[config.mk]
export PLATFORM = sky130hd
export DESIGN_NAME = demux_2_4
export DESIGN_NICKNAME = d
export VERILOG_FILES = /design/src/rtl/demux_pkg.sv /design/src/rtl/demux_slot.sv /design/src/rtl/demux_2_4.sv
export SDC_FILE = /design/constraint.sdc
export NUM_CORES = 1
export LEC_CHECK = 0
export CAP_MARGIN = 5
export CORE_MARGIN = 10
export CORE_UTILIZATION = 40
export CTS_CLUSTER_SIZE = 12
export DETAILED_ROUTE_END_ITERATION = 8
export GPL_ROUTABILITY_DRIVEN = 0
export PLACE_DENSITY = 0.76
export SYNTH_ARGS = -nofsm -noshare
export SYNTH_HDL_FRONTEND = slang
export SYNTH_SLANG_ARGS = --single-unit
[constraint.sdc]
create_clock -name clock -period 1.3 [get_ports clock]
set_input_delay 0.26 -clock clock [delete_from_list [all_inputs] [get_ports clock]]
set_output_delay 0.26 -clock clock [all_outputs]
set_load 0.1 [all_outputs]
[src/rtl/demux_pkg.sv]
// +------------------------------------------------------------------+
// | demux_pkg: shared encodings, widths and helpers for demux_2_4     |
// | Rev 1.0                                                           |
// +------------------------------------------------------------------+
`default_nettype none

package demux_pkg;

   localparam int DATA_W     = 32;
   localparam int W0_DEFAULT = 32;
   localparam int W1_DEFAULT = 16;
   localparam int W2_DEFAULT = 32;
   localparam int W3_DEFAULT = 8;

   typedef enum logic [1:0] {
      SEL_CH0 = 2'b00,
      SEL_CH1 = 2'b01,
      SEL_CH2 = 2'b10,
      SEL_CH3 = 2'b11
   } sel_e;

   // True when the word carries set bits that a WIDTH-bit destination would drop.
   function automatic logic above_width(input logic [DATA_W-1:0] word, input int width);
      logic [DATA_W-1:0] upper;
      upper = (width < DATA_W) ? (word >> width) : '0;
      return (upper != '0);
   endfunction

endpackage

`default_nettype wire

[src/rtl/demux_slot.sv]
// +------------------------------------------------------------------+
// | demux_slot: one-entry holding register with valid/ready           |
// | Rev 1.0                                                           |
// +------------------------------------------------------------------+
`default_nettype none

module demux_slot #(
   parameter int WIDTH = 32
) (
   input  logic             clock,
   input  logic             reset,
   input  logic             load,
   input  logic [WIDTH-1:0] d,
   input  logic             ready,
   output logic [WIDTH-1:0] q,
   output logic             valid
);

   logic [WIDTH-1:0] q_d, q_q;
   logic             valid_d, valid_q;

   // A load wins over a drain so a same-cycle drain and refill stays full.
   always_comb begin
      q_d     = q_q;
      valid_d = valid_q;
      if (load) begin
         q_d     = d;
         valid_d = 1'b1;
      end else if (ready) begin
         valid_d = 1'b0;
      end
   end

   always_ff @(posedge clock) begin
      if (reset) begin
         q_q     <= '0;
         valid_q <= 1'b0;
      end else begin
         q_q     <= q_d;
         valid_q <= valid_d;
      end
   end

   assign q     = q_q;
   assign valid = valid_q;

endmodule

`default_nettype wire

[src/rtl/demux_2_4.sv]
// +------------------------------------------------------------------+
// | demux_2_4: registered 1-to-4 demux with per-channel handshakes    |
// | Rev 1.0                                                           |
// +------------------------------------------------------------------+
`default_nettype none

module demux_2_4
   import demux_pkg::*;
#(
   parameter int W0 = W0_DEFAULT,
   parameter int W1 = W1_DEFAULT,
   parameter int W2 = W2_DEFAULT,
   parameter int W3 = W3_DEFAULT
) (
   input  logic              clock,
   input  logic              reset,
   input  logic              in_valid,
   output logic              in_ready,
   input  logic [1:0]        select,
   input  logic [DATA_W-1:0] i,
   output logic [W0-1:0]     o0,
   output logic [W1-1:0]     o1,
   output logic [W2-1:0]     o2,
   output logic [W3-1:0]     o3,
   output logic              o0_valid,
   output logic              o1_valid,
   output logic              o2_valid,
   output logic              o3_valid,
   input  logic              o0_ready,
   input  logic              o1_ready,
   input  logic              o2_ready,
   input  logic              o3_ready,
   output logic              trunc_err
);

   logic [3:0] valid_vec;
   logic [3:0] ready_vec;
   logic [3:0] load;
   logic       accept;
   logic       trunc_hit;
   logic       trunc_err_d, trunc_err_q;

   assign valid_vec = {o3_valid, o2_valid, o1_valid, o0_valid};
   assign ready_vec = {o3_ready, o2_ready, o1_ready, o0_ready};

   // Combinational from the selected consumer's ready, deliberately not gated by in_valid.
   assign in_ready = ~valid_vec[select] | ready_vec[select];
   assign accept   = in_valid & in_ready;

   for (genvar k = 0; k < 4; k++) begin : g_decode
      assign load[k] = accept & (select == 2'(k));
   end

   always_comb begin
      trunc_hit = 1'b0;
      case (select)
         SEL_CH0: trunc_hit = above_width(i, W0);
         SEL_CH1: trunc_hit = above_width(i, W1);
         SEL_CH2: trunc_hit = above_width(i, W2);
         SEL_CH3: trunc_hit = above_width(i, W3);
         default: trunc_hit = 1'b0;
      endcase
      trunc_err_d = accept & trunc_hit;
   end

   always_ff @(posedge clock) begin
      if (reset) trunc_err_q <= 1'b0;
      else       trunc_err_q <= trunc_err_d;
   end

   assign trunc_err = trunc_err_q;

   demux_slot #(.WIDTH(W0)) u_slot0 (
      .clock(clock), .reset(reset), .load(load[0]), .d(i[W0-1:0]),
      .ready(o0_ready), .q(o0), .valid(o0_valid)
   );
   demux_slot #(.WIDTH(W1)) u_slot1 (
      .clock(clock), .reset(reset), .load(load[1]), .d(i[W1-1:0]),
      .ready(o1_ready), .q(o1), .valid(o1_valid)
   );
   demux_slot #(.WIDTH(W2)) u_slot2 (
      .clock(clock), .reset(reset), .load(load[2]), .d(i[W2-1:0]),
      .ready(o2_ready), .q(o2), .valid(o2_valid)
   );
   demux_slot #(.WIDTH(W3)) u_slot3 (
      .clock(clock), .reset(reset), .load(load[3]), .d(i[W3-1:0]),
      .ready(o3_ready), .q(o3), .valid(o3_valid)
   );

endmodule

`default_nettype wire

* Yosys cells after proc, flatten, opt, wreduce, memory -nomap -nowiden *
Cells that the tools add are included.

cells by class
  magnitude comparators = 1
  eq/ne operators = 3
  muxes and demuxes = 13
  bitwise operators = 8
  reductions and logical operators = 8

operators by type and width
  kind                                                                   count
  32-bit nonzero test                                                    2
  1-bit two-way mux                                                      10
  2-bit nonzero test                                                     4
  1-bit AND                                                              6
  1-bit binary-select mux with 2-bit select                              2
  2-bit == test (second input constant)                                  2
  2-bit by 3-bit < comparator with 1-bit output (second input constant)  1
  1-bit case mux with 3 select lines                                     1
  2-bit by 1-bit == test with 1-bit output (second input constant)       1
  2-bit zero test                                                        1
  2-bit OR reduction                                                     1
  1-bit inverter                                                         1
  1-bit bitwise OR                                                       1

word-level totals
  flip-flop bits (word level) = 93
  output and inout bits = 94

* Depth between registers and ports, before layout *
Gate-level depths: netlist of the first run.

  depth in word-level cells = 7
  depth in mapped cells = 6
  gate-level depth less buffers = 3

* Modules after synthesis *
Synthesis of the first run repeated with hierarchy kept, for this count alone.

second synthesis, totals
  cells, all modules = 325
  area total of the unflattened synthesis = 3515.9 µm²

modules (own cells, without submodules)
  module                     times used  cells an instance  area each (µm²)  sequential area each (µm²)
  demux_slot at u_slot0 ...  2           108                1204.9           660.6
  demux_slot at u_slot1      1           56                 616.8            340.3
  demux_slot at u_slot3      1           30                 321.6            180.2
  demux_2_4                  1           23                 167.7            20.0

* Worst setup path before layout of the first run *
OpenSTA, ideal clock, no wires.

  path type = reg2reg
  from = register u_slot3.valid_q, in the netlist u_slot3.valid
  to = register trunc_err_q, in the netlist trunc_err
  setup time = 0.116 ns
  data arrival time = 2.172 ns
  path slack = -0.989 ns
  stages on the path, launching flop included = 5
  buffers on the path = 1
  period minus slack after synthesis = 2.289 ns
  path through = dfxtp_1 nand2b_1 buf_2 mux4_2 o211a_1

on the way
  cells in the longest elaborated chain, start to end = 6

ends and longest elaborated chain
  item                                       RTL line          RTL
  from (decl)                                demux_slot.sv:20  logic valid_d, valid_q;
  from (signal assigned)                     demux_slot.sv:40  valid_q <= valid_d;
  1-bit binary-select mux with 2-bit select  demux_2_4.sv:47   assign in_ready = ~valid_vec[select] | ready_vec[select];
  1-bit two-way mux (not written as such)    demux_2_4.sv:47
  1-bit inverter                             demux_2_4.sv:47
  1-bit bitwise OR                           demux_2_4.sv:47
  via in_ready                               demux_2_4.sv:18   output logic in_ready,
  1-bit AND                                  demux_2_4.sv:48   assign accept = in_valid & in_ready;
  1-bit AND                                  demux_2_4.sv:63   trunc_err_d = accept & trunc_hit;
  to (signal assigned)                       demux_2_4.sv:68   else trunc_err_q <= trunc_err_d;
  to (decl)                                  demux_2_4.sv:41   logic trunc_err_d, trunc_err_q;

The timed path passes the listed nets, and every way through them passes these cells. The select of a mux whose other input is x is not followed.
A chain may end at the register's enable or synchronous reset.

* Final worst setup path of the first run *
  from = register u_slot2.valid_q, in the netlist u_slot2.valid
  to = output port in_ready

on the way
  cells in the longest elaborated chain, start to end = 4

ends and longest elaborated chain
  item                                       RTL line
  from (decl)                                demux_slot.sv:20
  from (signal assigned)                     demux_slot.sv:40
  1-bit binary-select mux with 2-bit select  demux_2_4.sv:47
  1-bit two-way mux (not written as such)    demux_2_4.sv:47
  1-bit inverter                             demux_2_4.sv:47
  1-bit bitwise OR                           demux_2_4.sv:47
  to (decl)                                  demux_2_4.sv:18

No other way between the ends. The select of a mux whose other input is x is not followed.

==> results of run 1 <==
==> metrics by stage <==
stage | std cells | power [mW] | setup TNS [ns]
after floorplan | 436 | 4.03 | -0.994
after global placement | 692 | 4.82 | -31.52
after detailed placement | 692 | 4.85 | -35.82
after CTS | 711 | 6.73 | -0.451
after global routing | 712 | 6.94 | -0.507
final | 713 | 6.71 | -0.443
==> power by group through the flow <==
stage / logic (mW) / clock network (mW) / registers, mW
finish: 1.76 / 1.90 / 3.05
global route: 1.83 / 2.05 / 3.06
CTS: 1.75 / 1.93 / 3.05
global placement: 1.71 / 0 / 3.11
detailed placement: 1.73 / 0 / 3.12
floorplan: 0.283 / 0 / 3.75
==> path summary, 6_finish.rpt <==
path	from	to	slack, ns	cells after the start
worst max-delay path	u_slot2.valid$_SDFFE_PP0P_	in_ready	-0.44	3
worst min-delay path	reset	u_slot2.q[16]$_SDFFE_PP0P_	0.23	2
worst max register to register	u_slot2.valid$_SDFFE_PP0P_	u_slot2.q[24]$_SDFFE_PP0P_	0.02	5
worst min register to register	u_slot2.q[18]$_SDFFE_PP0P_	u_slot2.q[18]$_SDFFE_PP0P_	0.50	2
==> kinds of logic after synthesis <==
kind of cell	after synthesis	share of synthesized area, %
compound gates	182	25.4
simple gates	113	16.7
flops	93	51.1
buf+inv	47	6.11
mux	1	0.618
==> flip-flops by register name, summed over array words and instances, names as in the netlist <==
name,flops
u_slot0.q,32
u_slot2.q,32
u_slot1.q,16
u_slot3.q,8
trunc_err,1
u_slot0.valid,1
u_slot1.valid,1
u_slot2.valid,1
u_slot3.valid,1
==> layer usage <==
metal	global-route usage [%]	vias to the layer above	part of all wire, %
met5	0	-	0
met4	8.61	0	2.5
met3	5.58	32	8.4
met2	37.0	232	52
met1	24.4	2036	37
li1	-	1905	-
==> placed cells by master (no fill, tap or decap), types with 26 or more instances in the layout <==
| master | n |
|---|---|
| dfxtp_2 | 59 |
| a21oi_1 | 92 |
| buf_4 | 49 |
| clkdlybuf4s50_1 | 26 |
| buf_12 | 99 |
| o21ai_1 | 30 |
| o21ai_0 | 55 |
| dfxtp_1 | 30 |
| nand3_1 | 89 |
==> worst max-delay path, stage by stage (launching register included) <==
cell and delay, ns:
dfxtp_4 0.37, nand2b_4 0.06, mux4_2 0.51, buf_12 0.19
==> layout make-up <==
type                    instances  area (um^2)  area share (%)
repair buffers                199         2880            42.3
flip-flops and latches         93         1950            28.7
multi-input cells             296         1640            24.2
clock buffers                  12          135            1.99
well taps                     108          135            1.99
clock inverters                 4         48.8           0.719
diodes                          1         2.50          0.0369
==> timing repair <==
item / 4_1_cts / 5_1_grt
setup endpoints to repair: 71 / 19
gates resized for setup: 26 / 14
pin swaps: 6 / 5
cloned: 2 / 1
buffers inserted: 1 / 1
==> results.yml, run 1 <==
clock_tree:
  clock_latency_ns: 0.36
  path_clk_slew_ns: 0.09
  clock-sinks: 93
  cts.path.max_buffers: 2
  numCtsBuffers: 9
  root_buffer: "clkbuf_8"
  hold_buffers: 0
  cts.htree.levels: 3
  tritoncts: "yes"
place:
  dpl.hpwl_um: 10700
  dp_slack_ns: -0.584
  place_area_mm2: 0.00646
  port_buffers: 134
floorplanning:
  die-area_mm2: 0.0133
  initial_utilization_pct: 41.4
  fp.coreArea_mm2: 0.00881
  die_y_um: 115
  die_w_um: 115
  num_rows: 34
  io_pins: 135
synth:
  syn_area_per_cell_um2: 8.35
  synthArstFlopShare_pct: 0
  synth_commonest_cells: "dfxtp_1, a21oi_1, nand3_1"
  yosysMostFrequentCell: "dfxtp_1"
  netlist_area_mm2: 0.00364
  synth_area_leaders: "dfxtp_1, a21oi_1, nand3_1, o21ai_0, o21ai_1"
  yosysWarnings: 0
  yosysUniqueCellTypes: 25
  synth_top_cell_by_area: "dfxtp_1"
  ys.flop_type: "dfxtp_1"
  synth_top_area_share_pct: 51.1
  synthCells: 436
  synth-edff-count: 0
  syn-num-nets: 477
  synth-seq-cells: 93
  yosysSeqAreaShare_pct: 51.1
timing:
  period_minus_slack_ns: 1.74
  rsz0062_at_grt: "yes"
  slew_violations: 0
  fin_ws_ns: -0.443
  skew_ns: 0.0131
  fmax_mhz: 574
  hold_violations: 0
  setup_violations: 1
  tightest_slew_ns: 0.406
  min_period_over_period_pct: 134
  hold_slack_ns: 0.225
  relSlewSlack_pct: 72.9
pwr:
  p_comb_share_pct: 26.3
  netSwitchingPower_mw: 2.20
  p_int_mw: 4.51
  p_seq_share_pct: 45.5
  switching_share_pct: 32.8
  power_density_mw_per_mm2: 989
  power_frac_clock_pct: 28.2
  p_leak_nw: 2.54
  ir_worst_vdd_mv: 0.739
detailed_routing:
  drt.antenna.violating_nets: 0
  drc: 0
  vias: 4205
  routed_wl_um: 14800
  first_pass_iters: 9
  wl_per_cell_um: 20.8
  vias_per_cell: 5.90
  first_iter_violations: 367
critical_path:
  required_ns: 1.04
  crit_fanout: 2
  critPathKind: "register to output pin"
  endpoint_kind: "output pin"
  cp.arrival_ns: 1.48
  startpoint_type: "register"
layout:
  final_nets: 640
  utilization_pct: 77.1
  area_growth_pct: 86.4
  postLayoutCellArea_mm2: 0.00679
  nFillCells: 579
  drive_gt1_share_pct: 42.1
run:
  max_cap_violations: 0
hold_path:
  hp-class: "primary input to register"
global_routing:
  track_usage_pct: 21.3
  grt_first_pass_wirelength_um: 22400
  grt_max_degree: 40
  grt_overflow_total: 0
  antenna_found_initial: 0
  grt_pass1_vias: 4055
status:
  violations: "negative setup slack"
  run_status: "finished, violations left"
Note: power is estimated with default switching activity, not from simulation.
==> inputs of run 2 (changes only) <==
CORE_MARGIN = 4   (was 10)
SKIP_CTS_REPAIR_TIMING = 1   (was default)
==> run 2 against run 1 <==
Net effect:
- the flow still finishes with violations (negative setup slack)
- clock skew decreased by 0.0021 ns
- sequential share of layout area about the same
- non-clock buffer count decreased by 7
- global-route usage increased by 4.0 points
- wire length decreased by 6.8%
- die area decreased by 20%
- count of clock-buffer cells in the layout decreased by 1
- cell area about the same
- hold slack improved by 0.022 ns
- critical path type unchanged
- largest power group unchanged
==> results.yml, run 2 (synthesis gave the netlist of run 1 again) <==
clock_tree:
  tritoncts: "yes"
  root_buffer: "clkbuf_8"
  clock-sinks: 93
  cts.path.max_buffers: 2
  numCtsBuffers: 9
  cts.htree.levels: 3
  clock_latency_ns: 0.34
  path_clk_slew_ns: 0.09
detailed_routing:
  routed_wl_um: 13800
  first_pass_iters: 7
  drt.antenna.violating_nets: 0
  drc: 0
  vias: 4063
  wl_per_cell_um: 19.6
  vias_per_cell: 5.76
  first_iter_violations: 315
critical_path:
  cp.arrival_ns: 1.52
  crit_path_cell_trace: "nand2b_4 > mux4_2 > buf_12"
  rr_worst_depth: 5
  r2r_end: "u_slot2.q[5]$_SDFFE_PP0P_"
  cp.depth: 3
  crit_family: "multiplexers"
  endpoint_kind: "output pin"
  crit_fanout: 6
  startpoint_type: "register"
  ff2ff_setup_slack_ns: -0.02
  r2r_start: "u_slot2.valid$_SDFFE_PP0P_"
  critPathKind: "register to output pin"
  slowest_delay_ns: 0.52
  required_ns: 1.04
  cp_num_buf_inv: 1
  cp_slowest_cell: "mux4_2"
global_routing:
  grt_first_pass_wirelength_um: 21000
  grt_overflow_total: 0
  grt_max_degree: 36
  antenna_found_initial: 0
  grt_pass1_vias: 4065
  track_usage_pct: 25.3
hold_path:
  hold_depth: 3
  min_to: "u_slot2.q[18]$_SDFFE_PP0P_"
  hp-class: "primary input to register"
  min_from: "i[18]"
floorplanning:
  initial_utilization_pct: 41.4
  die-area_mm2: 0.0107
  die_y_um: 103
  die_w_um: 103
  io_pins: 135
  num_rows: 34
  fp.coreArea_mm2: 0.00881
layout:
  drive_gt1_share_pct: 41.9
  nFillCells: 570
  postLayoutCellArea_mm2: 0.00679
  layout_commonest_cell: "buf_12"
  multi_input_area_mm2: 0.00165
  area_growth_pct: 86.5
  utilization_pct: 77.2
  register_area_mm2: 0.00195
  diodes: 0
  final_nets: 633
  final_cell_mix: "buf_12, a21oi_1, nand3_1"
timing:
  tightest_slew_ns: 0.454
  period_minus_slack_ns: 1.78
  skew_ns: 0.0110
  fin_ws_ns: -0.483
  setup_violations: 2
  relSlewSlack_pct: 69.8
  slew_violations: 0
  rsz0062_at_grt: "yes"
  min_period_over_period_pct: 137
  fmax_mhz: 561
  hold_violations: 0
pwr:
  ir_worst_vdd_mv: 0.800
  p_leak_nw: 2.57
  power_density_mw_per_mm2: 1020
place:
  port_buffers: 134
  place_area_mm2: 0.00640
  dpl.hpwl_um: 9650
status:
  run_status: "finished, violations left"
  violations: "negative setup slack"
run:
  max_cap_violations: 0
run 2: changes by cell type in the layout (fill, tap and decap cells not counted), moves of 2 or more:
cell	delta
dlygate4sd2_1	-9
dlymetal6s2s_1	+8
buf_6	-5
o21ai_0	+2
clkbuf_1	-2
buf_4	-2
run 2: stage by stage:
| stage | TNS (ns) | std cells | hold slack [ns] | setup slack, ns | power, mW |
|---|---|---|---|---|---|
| floorplan | -0.994 | 436 | 0.400 | -0.524 | 4.03 |
| global placement | -36.09 | 684 | 0.483 | -0.725 | 4.80 |
| detailed placement | -41.23 | 684 | 0.490 | -0.729 | 4.83 |
| CTS | -7.48 | 700 | 0.337 | -0.728 | 6.93 |
| global route | -0.697 | 705 | 0.226 | -0.531 | 7.17 |
| finish | -0.506 | 705 | 0.247 | -0.483 | 6.94 |
run 2: cell type report:
cell class	instances	share of cell area [%]
Clock inverter	5	1.23
Sequential cell	93	28.7
Timing Repair Buffer	192	41.7
Clock buffer	11	2.08
Multi-Input combinational cell	296	24.3
Tap cell	108	1.99
run 2: how the worst max path moves through the flow:
stage                               startpoint                   end  slack, ns
floorplan           u_slot3.valid$_SDFFE_PP0P_  trunc_err$_SDFF_PP0_      -0.52
global placement                      o2_ready              in_ready      -0.72
detailed placement                    o2_ready              in_ready      -0.73
CTS                                   o2_ready              in_ready      -0.73
global route        u_slot2.valid$_SDFFE_PP0P_              in_ready      -0.53
finish              u_slot2.valid$_SDFFE_PP0P_              in_ready      -0.48
run 2: report_power, final:
part | internal (mW) | switching, mW
sequential | 2.95 | 0.103
combinational | 0.667 | 1.09
clock | 1.14 | 0.986
run 2: worst reg2reg max path, stage by stage, from the launching register on:
cell     delay, ns
dfxtp_4       0.36
buf_4         0.14
nor2b_2       0.16
buf_12        0.16
o21ai_0       0.25
a21oi_1       0.12
run 2: metal layers:
metal / routed length [um] / vias up / GRT usage [%]
met4: 199 / 0 / 8.57
met5: 0 / - / 0
met1: 5130 / 1956 / 30.5
met2: 7350 / 207 / 44.1
met3: 1130 / 18 / 6.10
li1: - / 1882 / -
==> inputs of run 3 (changes only) <==
PLACE_DENSITY = 0.87   (was 0.76)
==> run 3 against run 2 <==
Net effect:
- the run still ends with negative setup slack left
- sequential cell count unchanged
- clock power shrank 5%
- sequential share of layout area shrank 0.66 points
- hold slack worse by 0.050 ns
==> results.yml, run 3 (synthesis gave the netlist of run 1 again) <==
timing:
  relSlewSlack_pct: 69.3
  slew_violations: 0
  fmax_mhz: 570
  rsz0062_at_grt: "yes"
  hold_violations: 0
  min_period_over_period_pct: 135
  skew_ns: 0.0101
  hold_slack_ns: 0.197
  tightest_slew_ns: 0.461
  setup_violations: 9
  period_minus_slack_ns: 1.75
  fin_ws_ns: -0.454
layout:
  diodes: 0
  drive_gt1_share_pct: 44.1
  layout_commonest_cell: "buf_12"
  register_area_mm2: 0.00195
  postLayoutCellArea_mm2: 0.00695
  fin_cells: 713
  final_cell_mix: "buf_12, nand3_1, a21oi_1"
  final_nets: 641
  area_growth_pct: 90.9
  utilization_pct: 79.0
  nFillCells: 535
  multi_input_area_mm2: 0.00170
status:
  violations: "negative setup slack"
  run_status: "finished, violations left"
critical_path:
  endpoint_kind: "output pin"
  rr_worst_depth: 6
  startpoint_type: "register"
  cp-startpoint: "u_slot0.valid$_SDFFE_PP0P_"
  r2r_start: "u_slot2.valid$_SDFFE_PP0P_"
  r2r_end: "u_slot2.q[25]$_SDFFE_PP0P_"
  critPathKind: "register to output pin"
  ff2ff_setup_slack_ns: -0.03
  crit_fanout: 2
  endpoint: "in_ready"
  cp.arrival_ns: 1.49
  required_ns: 1.04
clock_tree:
  numCtsBuffers: 9
  cts.htree.levels: 3
  clock_latency_ns: 0.35
  path_clk_slew_ns: 0.09
  cts.path.max_buffers: 2
  tritoncts: "yes"
  root_buffer: "clkbuf_8"
  clock-sinks: 93
place:
  place_area_mm2: 0.00645
  dpl.hpwl_um: 9860
  port_buffers: 134
  dpl.cell_count: 688
pwr:
  ir_worst_vdd_mv: 0.650
  power.total_mw: 6.89
  p_leak_nw: 2.63
  power_density_mw_per_mm2: 990
detailed_routing:
  first_pass_iters: 5
  drt.antenna.violating_nets: 0
  drc: 0
  wl_per_cell_um: 20.9
  vias: 4317
  first_iter_violations: 296
  routed_wl_um: 14900
  vias_per_cell: 6.05
floorplanning:
  initial_utilization_pct: 41.4
  io_pins: 135
  die-area_mm2: 0.0107
  fp.coreArea_mm2: 0.00881
  die_w_um: 103
  die_y_um: 103
  num_rows: 34
global_routing:
  track_usage_pct: 25.1
  antenna_found_initial: 0
  grt_first_pass_wirelength_um: 20700
  grt_pass1_vias: 4019
  grt_overflow_total: 0
  grt_max_degree: 54
hold_path:
  hp-class: "primary input to register"
run:
  max_cap_violations: 0
run 3: per-stage QoR:
step                      TNS (ns)  setup WS [ns]
after floorplan             -0.994         -0.524
after global placement      -36.48         -0.602
after detailed placement    -40.68         -0.607
after CTS                    -6.79         -0.610
after global routing        -0.918         -0.481
final                       -0.544         -0.454
run 3: where the power goes:
group | internal, mW | switching, mW | total [mW]
Combinational | 0.692 | 1.11 | 1.81
Clock | 1.01 | 1.01 | 2.02
Sequential | 2.95 | 0.109 | 3.06
Total | 4.65 | 2.23 | 6.89
run 3: routing by layer:
layer	track usage (%)	vias up	part of all wire, %
met1	31.2	2061	37
met2	42.6	294	51
li1	-	1914	-
met3	5.57	48	9.4
met5	0	-	0
met4	9.06	0	2.8
run 3: area by class of cell:
class	count	share of cell area [%]
Sequential cell	93	28.0
Multi-Input combinational cell	296	24.4
Clock buffer	13	2.30
Tap cell	108	1.94
Timing Repair Buffer	200	42.7
Clock inverter	3	0.594
run 3: critical path: stages, from the launching register on:
cell and delay, ns:
dfxtp_4 0.38, nand2b_4 0.06, mux4_2 0.50, buf_12 0.19
run 3: worst min path at each step:
stage | startpoint | to | slack, ns | cells past startpoint
6_report | reset | u_slot0.q[31]$_SDFFE_PP0P_ | 0.20 | 2
5_1_grt | reset | u_slot0.q[31]$_SDFFE_PP0P_ | 0.20 | 2
4_1_cts | reset | u_slot0.q[31]$_SDFFE_PP0P_ | 0.21 | 2
3_5_place_dp | u_slot0.q[10]$_SDFFE_PP0P_ | u_slot0.q[10]$_SDFFE_PP0P_ | 0.49 | 2
3_3_place_gp | u_slot3.q[5]$_SDFFE_PP0P_ | u_slot3.q[5]$_SDFFE_PP0P_ | 0.48 | 2
2_1_floorplan | i[10] | u_slot0.q[10]$_SDFFE_PP0P_ | 0.40 | 2
